## config.mk

```make
export PLATFORM = sky130hd
export DESIGN_NAME = seven_segment_to_ascii_capture_flat
export DESIGN_NICKNAME = d
export VERILOG_FILES = /design/src/rtl/seven_segment_to_ascii_capture_if.sv /design/src/rtl/seven_segment_to_ascii_capture.sv /design/src/flat_wrapper.sv
export SDC_FILE = /design/constraint.sdc
export NUM_CORES = 1
export LEC_CHECK = 0
export CAP_MARGIN = 0
export CORE_MARGIN = 2
export CORE_UTILIZATION = 40
export CTS_BUF_LIST = sky130_fd_sc_hd__clkbuf_8
export DETAILED_ROUTE_END_ITERATION = 8
export DONT_BUFFER_PORTS = 1
export GPL_TIMING_DRIVEN = 0
export HOLD_SLACK_MARGIN = 0.06
export PLACE_DENSITY_LB_ADDON = 0.25
export SLEW_MARGIN = 10
export SYNTH_ARGS = -nofsm -noshare
export SYNTH_HDL_FRONTEND = slang
export SYNTH_SLANG_ARGS = --single-unit
```

## constraint.sdc

```tcl
create_clock -name clock -period 3 [get_ports clock]
set_input_delay 0.6 -clock clock [delete_from_list [all_inputs] [get_ports clock]]
set_output_delay 0.6 -clock clock [all_outputs]
set_load 0.02 [all_outputs]
```

## src/rtl/seven_segment_to_ascii_capture_if.sv

```systemverilog
// Display-bus readback and character-stream interface for seven_segment_to_ascii_capture.
// master = capture block (reads the display bus, drives the character stream); slave = environment.
interface seven_segment_to_ascii_capture_if #(
    parameter int NUM_DIGITS = 8
);
    localparam int IDX_W = (NUM_DIGITS > 1) ? $clog2(NUM_DIGITS) : 1;

    logic [6:0]            seg_n;
    logic [NUM_DIGITS-1:0] an_n;
    logic                  char_valid;
    logic                  char_ready;
    logic [7:0]            char_ascii;
    logic [IDX_W-1:0]      char_digit;
    logic                  char_err;
    logic                  overflow;

    modport master (
        input  seg_n, an_n, char_ready,
        output char_valid, char_ascii, char_digit, char_err, overflow
    );

    modport slave (
        output seg_n, an_n, char_ready,
        input  char_valid, char_ascii, char_digit, char_err, overflow
    );
endinterface

```

## src/rtl/seven_segment_to_ascii_capture.sv

```systemverilog
// Recovers ASCII letters from a multiplexed active-low seven-segment bus into a small output FIFO.
// Optional macro SEVSEG_BLANK_EMIT_EN: a newly committed blank digit pushes a space character.
module seven_segment_to_ascii_capture #(
    parameter int NUM_DIGITS    = 8,
    parameter int STABLE_CYCLES = 16,
    parameter int FIFO_DEPTH    = 4
) (
    input  logic                          clock,
    input  logic                          reset_n,
    seven_segment_to_ascii_capture_if.master bus
);
    localparam int IDX_W = (NUM_DIGITS > 1) ? $clog2(NUM_DIGITS) : 1;
    localparam int CNT_W = $clog2(STABLE_CYCLES + 1);
    localparam int PTR_W = $clog2(FIFO_DEPTH);
    localparam int ENT_W = 1 + IDX_W + 8;

    localparam logic [NUM_DIGITS-1:0] AN_ONE    = 1;
    localparam logic [CNT_W-1:0]      CNT_ONE   = 1;
    localparam logic [CNT_W-1:0]      CNT_LIMIT = STABLE_CYCLES;
    localparam logic [PTR_W-1:0]      PTR_ONE   = 1;
    localparam logic [PTR_W:0]        FILL_ONE  = 1;
    localparam logic [PTR_W:0]        FILL_FULL = FIFO_DEPTH;

    typedef enum logic [1:0] {IDLE, TRACK, COMMIT, HOLD} state_t;

    state_t                state, state_next;
    logic [CNT_W-1:0]      cnt, cnt_next;
    logic [6:0]            seg_q;
    logic [NUM_DIGITS-1:0] an_q;
    logic [6:0]            lat_pat;
    logic [NUM_DIGITS-1:0] lat_an;
    logic [IDX_W-1:0]      lat_idx;
    logic [IDX_W-1:0]      sample_idx;
    logic                  one_hot;
    logic                  same;
    logic                  lat_load;
    logic                  lp_write;
    logic                  push_req;
    logic [6:0]            last_pat [NUM_DIGITS];

    logic [7:0]            dec_ascii;
    logic                  dec_blank;
    logic                  dec_hit;
    logic [ENT_W-1:0]      push_entry;

    logic [ENT_W-1:0]      mem [FIFO_DEPTH];
    logic [PTR_W-1:0]      wr_ptr, rd_ptr;
    logic [PTR_W:0]        fill;
    logic                  fifo_valid;
    logic                  full;
    logic                  pop;
    logic                  do_push;
    logic [ENT_W-1:0]      head;
    logic                  overflow_q;

    function automatic logic [7:0] glyph_to_ascii(input logic [6:0] pat);
        case (pat)
            7'h77: return 8'h41;  7'h7C: return 8'h42;  7'h39: return 8'h43;
            7'h5E: return 8'h44;  7'h79: return 8'h45;  7'h71: return 8'h46;
            7'h6F: return 8'h47;  7'h74: return 8'h48;  7'h30: return 8'h49;
            7'h1E: return 8'h4A;  7'h75: return 8'h4B;  7'h38: return 8'h4C;
            7'h15: return 8'h4D;  7'h54: return 8'h4E;  7'h3F: return 8'h4F;
            7'h73: return 8'h50;  7'h67: return 8'h51;  7'h33: return 8'h52;
            7'h6D: return 8'h53;  7'h78: return 8'h54;  7'h3E: return 8'h55;
            7'h1C: return 8'h56;  7'h2A: return 8'h57;  7'h76: return 8'h58;
            7'h6E: return 8'h59;  7'h5B: return 8'h5A;
            default: return 8'h00;
        endcase
    endfunction

    // Same-clock bus: a single register stage, stored active-high.
    always_ff @(posedge clock or negedge reset_n) begin
        if (!reset_n) begin
            seg_q <= '0;
            an_q  <= '0;
        end else begin
            seg_q <= ~bus.seg_n;
            an_q  <= ~bus.an_n;
        end
    end

    assign one_hot = (an_q != '0) && ((an_q & (an_q - AN_ONE)) == '0);
    assign same    = (an_q == lat_an) && (seg_q == lat_pat);

    always_comb begin
        sample_idx = '0;
        for (int i = 0; i < NUM_DIGITS; i++) begin
            if (an_q[i]) sample_idx = IDX_W'(i);
        end
    end

    assign dec_ascii = glyph_to_ascii(lat_pat);
    assign dec_blank = (lat_pat == 7'h00);
    assign dec_hit   = (dec_ascii != 8'h00);

    always_comb begin
        push_entry = '0;
        if (dec_blank)     push_entry = {1'b0, lat_idx, 8'h20};
        else if (dec_hit)  push_entry = {1'b0, lat_idx, dec_ascii};
        else               push_entry = {1'b1, lat_idx, 8'h3F};
    end

    always_comb begin
        state_next = state;
        cnt_next   = cnt;
        lat_load   = 1'b0;
        lp_write   = 1'b0;
        push_req   = 1'b0;
        case (state)
            IDLE: begin
                if (one_hot) begin
                    lat_load   = 1'b1;
                    cnt_next   = CNT_ONE;
                    state_next = TRACK;
                end
            end
            TRACK: begin
                if (same) begin
                    cnt_next = cnt + CNT_ONE;
                    if (cnt + CNT_ONE == CNT_LIMIT) state_next = COMMIT;
                end else if (one_hot) begin
                    // A new clean sample restarts tracking immediately rather than losing a cycle.
                    lat_load = 1'b1;
                    cnt_next = CNT_ONE;
                end else begin
                    cnt_next   = '0;
                    state_next = IDLE;
                end
            end
            COMMIT: begin
                cnt_next   = '0;
                state_next = HOLD;
                if (lat_pat != last_pat[lat_idx]) begin
                    lp_write = 1'b1;
`ifdef SEVSEG_BLANK_EMIT_EN
                    push_req = 1'b1;
`else
                    push_req = !dec_blank;
`endif
                end
            end
            HOLD: begin
                if (!same) state_next = IDLE;
            end
            default: state_next = IDLE;
        endcase
    end

    always_ff @(posedge clock or negedge reset_n) begin
        if (!reset_n) begin
            state   <= IDLE;
            cnt     <= '0;
            lat_pat <= '0;
            lat_an  <= '0;
            lat_idx <= '0;
        end else begin
            state <= state_next;
            cnt   <= cnt_next;
            if (lat_load) begin
                lat_pat <= seg_q;
                lat_an  <= an_q;
                lat_idx <= sample_idx;
            end
        end
    end

    // last_pat advances even when the FIFO drops the entry, so a dropped character is not re-sent.
    always_ff @(posedge clock or negedge reset_n) begin
        if (!reset_n) begin
            for (int i = 0; i < NUM_DIGITS; i++) last_pat[i] <= 7'h00;
        end else if (lp_write) begin
            last_pat[lat_idx] <= lat_pat;
        end
    end

    assign fifo_valid = (fill != '0);
    assign full       = (fill == FILL_FULL);
    assign pop        = fifo_valid && bus.char_ready;
    assign do_push    = push_req && (!full || pop);

    always_ff @(posedge clock or negedge reset_n) begin
        if (!reset_n) begin
            wr_ptr     <= '0;
            rd_ptr     <= '0;
            fill       <= '0;
            overflow_q <= 1'b0;
        end else begin
            if (do_push) wr_ptr <= wr_ptr + PTR_ONE;
            if (pop)     rd_ptr <= rd_ptr + PTR_ONE;
            case ({do_push, pop})
                2'b10:   fill <= fill + FILL_ONE;
                2'b01:   fill <= fill - FILL_ONE;
                default: fill <= fill;
            endcase
            if (push_req && !do_push) overflow_q <= 1'b1;
        end
    end

    always_ff @(posedge clock) begin
        if (do_push) mem[wr_ptr] <= push_entry;
    end

    assign head           = mem[rd_ptr];
    assign bus.char_valid = fifo_valid;
    assign bus.char_ascii = fifo_valid ? head[7:0] : 8'h00;
    assign bus.char_digit = fifo_valid ? head[IDX_W+7:8] : '0;
    assign bus.char_err   = fifo_valid ? head[ENT_W-1] : 1'b0;
    assign bus.overflow   = overflow_q;
endmodule
```

## src/flat_wrapper.sv

```systemverilog
// flat-port wrapper written by rule: the top's interface ports become plain ports
module seven_segment_to_ascii_capture_flat 
#(
    parameter int NUM_DIGITS    = 8,
    parameter int STABLE_CYCLES = 16,
    parameter int FIFO_DEPTH    = 4
)
  (clock, reset_n, bus_seg_n, bus_an_n, bus_char_ready, bus_char_valid, bus_char_ascii, bus_char_digit, bus_char_err, bus_overflow);
  seven_segment_to_ascii_capture_if #(.NUM_DIGITS(NUM_DIGITS)) bus_i ();
  input  logic clock;
  input  logic reset_n;
  input wire logic [$bits(bus_i.seg_n)-1:0] bus_seg_n;
  input wire logic [$bits(bus_i.an_n)-1:0] bus_an_n;
  input wire logic [$bits(bus_i.char_ready)-1:0] bus_char_ready;
  output wire logic [$bits(bus_i.char_valid)-1:0] bus_char_valid;
  output wire logic [$bits(bus_i.char_ascii)-1:0] bus_char_ascii;
  output wire logic [$bits(bus_i.char_digit)-1:0] bus_char_digit;
  output wire logic [$bits(bus_i.char_err)-1:0] bus_char_err;
  output wire logic [$bits(bus_i.overflow)-1:0] bus_overflow;
  assign bus_i.seg_n = bus_seg_n;
  assign bus_i.an_n = bus_an_n;
  assign bus_i.char_ready = bus_char_ready;
  assign bus_char_valid = bus_i.char_valid;
  assign bus_char_ascii = bus_i.char_ascii;
  assign bus_char_digit = bus_i.char_digit;
  assign bus_char_err = bus_i.char_err;
  assign bus_overflow = bus_i.overflow;
  seven_segment_to_ascii_capture #(.NUM_DIGITS(NUM_DIGITS), .STABLE_CYCLES(STABLE_CYCLES), .FIFO_DEPTH(FIFO_DEPTH)) u_core (.clock(clock), .reset_n(reset_n), .bus(bus_i));
endmodule
```

==> impl_metrics.toml <==
[global_routing]
grt_use_total = 0.170
grt_pass1_vias = 5030
grt_pass1_wl_um = 26100
grt-ovfl-total = 0
grt_max_degree = 105
antenna_found_initial = 0

[worst_setup_path]
path_buf_inv = 4
path_class = "reg -> reg"
worst_path_max_delay_cell = "mux4_2"
worstPathCellList = "buf_12 > mux4_2 > mux2i_4 > xnor2_2 > a2111oi_2 > nand4_1 > buf_6 > and3_4 > inv_4 > ha_4 > inv_2 > fa_2 > xor2_1 > nor2_1 > xor2_1"
critPathCaptureType = "flip-flop"
crit_arrival_ns = 3.53
required_ns = 3.37
critPathLaunchType = "flip-flop"
cp_max_fo = 8
crit_top_cell = "xor2_1"
slowest_delay_ns = 0.54
cpLargestDelayFamily = "multiplexers"

[die]
start_util = 0.404
die-area_mm2 = 0.0198
die_w_um = 141
die_y_um = 141
core-area_mm2 = 0.0185
ios = 32
fp-row-count = 50

[run_status]
violations = "setup timing"
run_status = "complete, but fails checks"

[route]
vias = 4732
drt_iter0_drc = 321
ant_nets = 0
drt_wl_total_um = 16000
first_pass_iters = 5
wl_per_cell_um = 18.2
viasPerCell = 5.40
drc = 0

[logic_synthesis]
synth_area_leader_cell = "dfrtp_1"
yosysTopAreaCellShare = 0.347
syn_inst = 604
synthesis.nets = 642
syn_area_mm2 = 0.00749
synthDistinctLibCells = 68
ys.flop_type = "dfrtp_1"
synthArstFlopShare = 0.703
ys_seq_area_frac = 0.524
synth.most_common_cell = "dfrtp_1"
ys_top_cells_by_count = "104 x dfrtp_1, 67 x mux2_2, 44 x edfxtp_1"
yosysWarnings = 0
syn_area_per_cell_um2 = 12.4
synth_area_leaders = "dfrtp_1 35%, edfxtp_1 18%, mux2_2 10%"
synth_edf_count = 44
ys_ff_latch = 148

[sta]
drv_slew = 0
period_share = 1.05
skew_ns = 0.0120
fin_ws_ns = -0.158
relSlewSlack = 0.574
finalSetupViolations = 22
setup_tns_ns = -1.17
fmax_mhz = 317
worst_slew_pin_slew_ns = 0.637
final-hold-violation-count = 0
finalWorstPathRequiredPeriod_ns = 3.16
rsz0062_at_grt = "yes"

[finish]
antenna_cells = 0
area_growth_pct = 11.5
drive_above_1_share = 0.277
final_area_mm2 = 0.00835
nets = 667

[place]
dp_slack_ns = -0.835
dp_hpwl_um = 11300
dpl_cell_area_mm2 = 0.00780
place.gp.congestion = 0.884
io_buffers = 0

[power]
p_total_mw = 7.08
power.density_mw_per_mm2 = 848
ir_drop_v = 0.000360
leakagePower_nw = 3.51

[min_path]
worstHoldPathType = "in -> async"

[cts]
h-tree-depth = 4
clk_pin_slew_ns = 0.08
root_buffer = "clkbuf_8"
clk_latency_ns = 0.45
clock-sinks = 148
cts_buffers = 17
cts_max_path_buffers = 2
cts_tree = "yes"

[run]
cap_violations = 0
layout by cell type, fill, tap and decap left out, types with 17 or more instances in the layout:
cell / n
nand2b_1: 17
mux2_2: 67
ha_1: 18
xnor2_1: 22
nor2_1: 24
o21ai_0: 22
inv_1: 35
dfrtp_1: 101
clkbuf_8: 18
nand2_1: 29
edfxtp_1: 44
mux4_2: 19
stage by stage:
step | hold WS [ns] | std cells | utilization
6_report | 0.0828 | 876 | 0.451
4_1_cts | 0.0797 | 877 | 0.447
2_1_floorplan | 0.304 | 604 | -
3_5_place_dp | 0.308 | 838 | 0.421
5_1_grt | 0.0952 | 876 | 0.451
3_3_place_gp | 0.308 | 838 | 0.421
report_power, final:
group	switching, mW	total (mW)	internal, mW
clock	0.790	1.47	0.684
sequential	0.186	2.64	2.46
combinational	1.82	2.96	1.14
metal layers:
layer / global-route usage / part of all wire / routed length (µm)
met2: 0.292 / 0.51 / 8060
met1: 0.215 / 0.45 / 7180
met3: 0.0350 / 0.029 / 463
met5: 0 / 0 / 0
met4: 0.0568 / 0.016 / 253
path summary, 6_finish.rpt:
kind / from / end / slack [ns] / depth (start not counted)
min reg2reg: u_core.fill[2] / u_core.fill[2] / 0.49 / 1
min in group clock: bus_an_n[6] / u_core.an_q[6] / 0.20 / 1
max in group asynchronous: reset_n / u_core.last_pat[20] / 2.52 / 1
max: u_core.lat_idx[0] / u_core.fill[2] / -0.16 / 15
min: reset_n / u_core.seg_q[0] / 0.08 / 1
max reg2reg: u_core.lat_idx[0] / u_core.fill[2] / -0.16 / 15
what timing repair did:
| item | 4_1_cts | 5_1_grt |
|---|---|---|
| resized for setup | 18 | 19 |
| pin swaps | 6 | 0 |
| setup buffers | 8 | 0 |
| hold endpoints to repair | 104 | 0 |
| hold buffers | 1 | 0 |
| endpoints found under the setup margin | 151 | 118 |
logic make-up (layout without fill, tap and decap cells):
logic type	after synthesis	count (layout)	synth area share
simple gates	143	143	0.106
xor+xnor	28	28	0.0327
mux	103	103	0.182
fa+ha+maj	21	21	0.0358
flops	148	148	0.524
compound gates	88	88	0.0784
buf+inv	72	110	0.0408
other cells	1	1	0.000501
area by class of cell:
class | count | area (µm²)
Multi-Input combinational cell | 384 | 3350
Sequential cell | 148 | 3930
Inverter | 38 | 145
Timing Repair Buffer | 9 | 87.6
Clock buffer | 18 | 248
Fill cell | 1709 | 10200
Clock inverter | 14 | 128
Tap cell | 234 | 293
Buffer | 31 | 171
flip-flops by register name, summed over array words and instances (netlist names), named ones only:
signal,flops
u_core.bus.overflow,1
u_core.lat_pat,7
u_core.rd_ptr,2
u_core.last_pat,56
u_core.mem,44
u_core.fill,3
u_core.seg_q,7
u_core.wr_ptr,2
u_core.lat_idx,3
u_core.an_q,8
u_core.lat_an,8
u_core.cnt,5
u_core.state,1
Note: power is estimated with default switching activity, not from simulation.
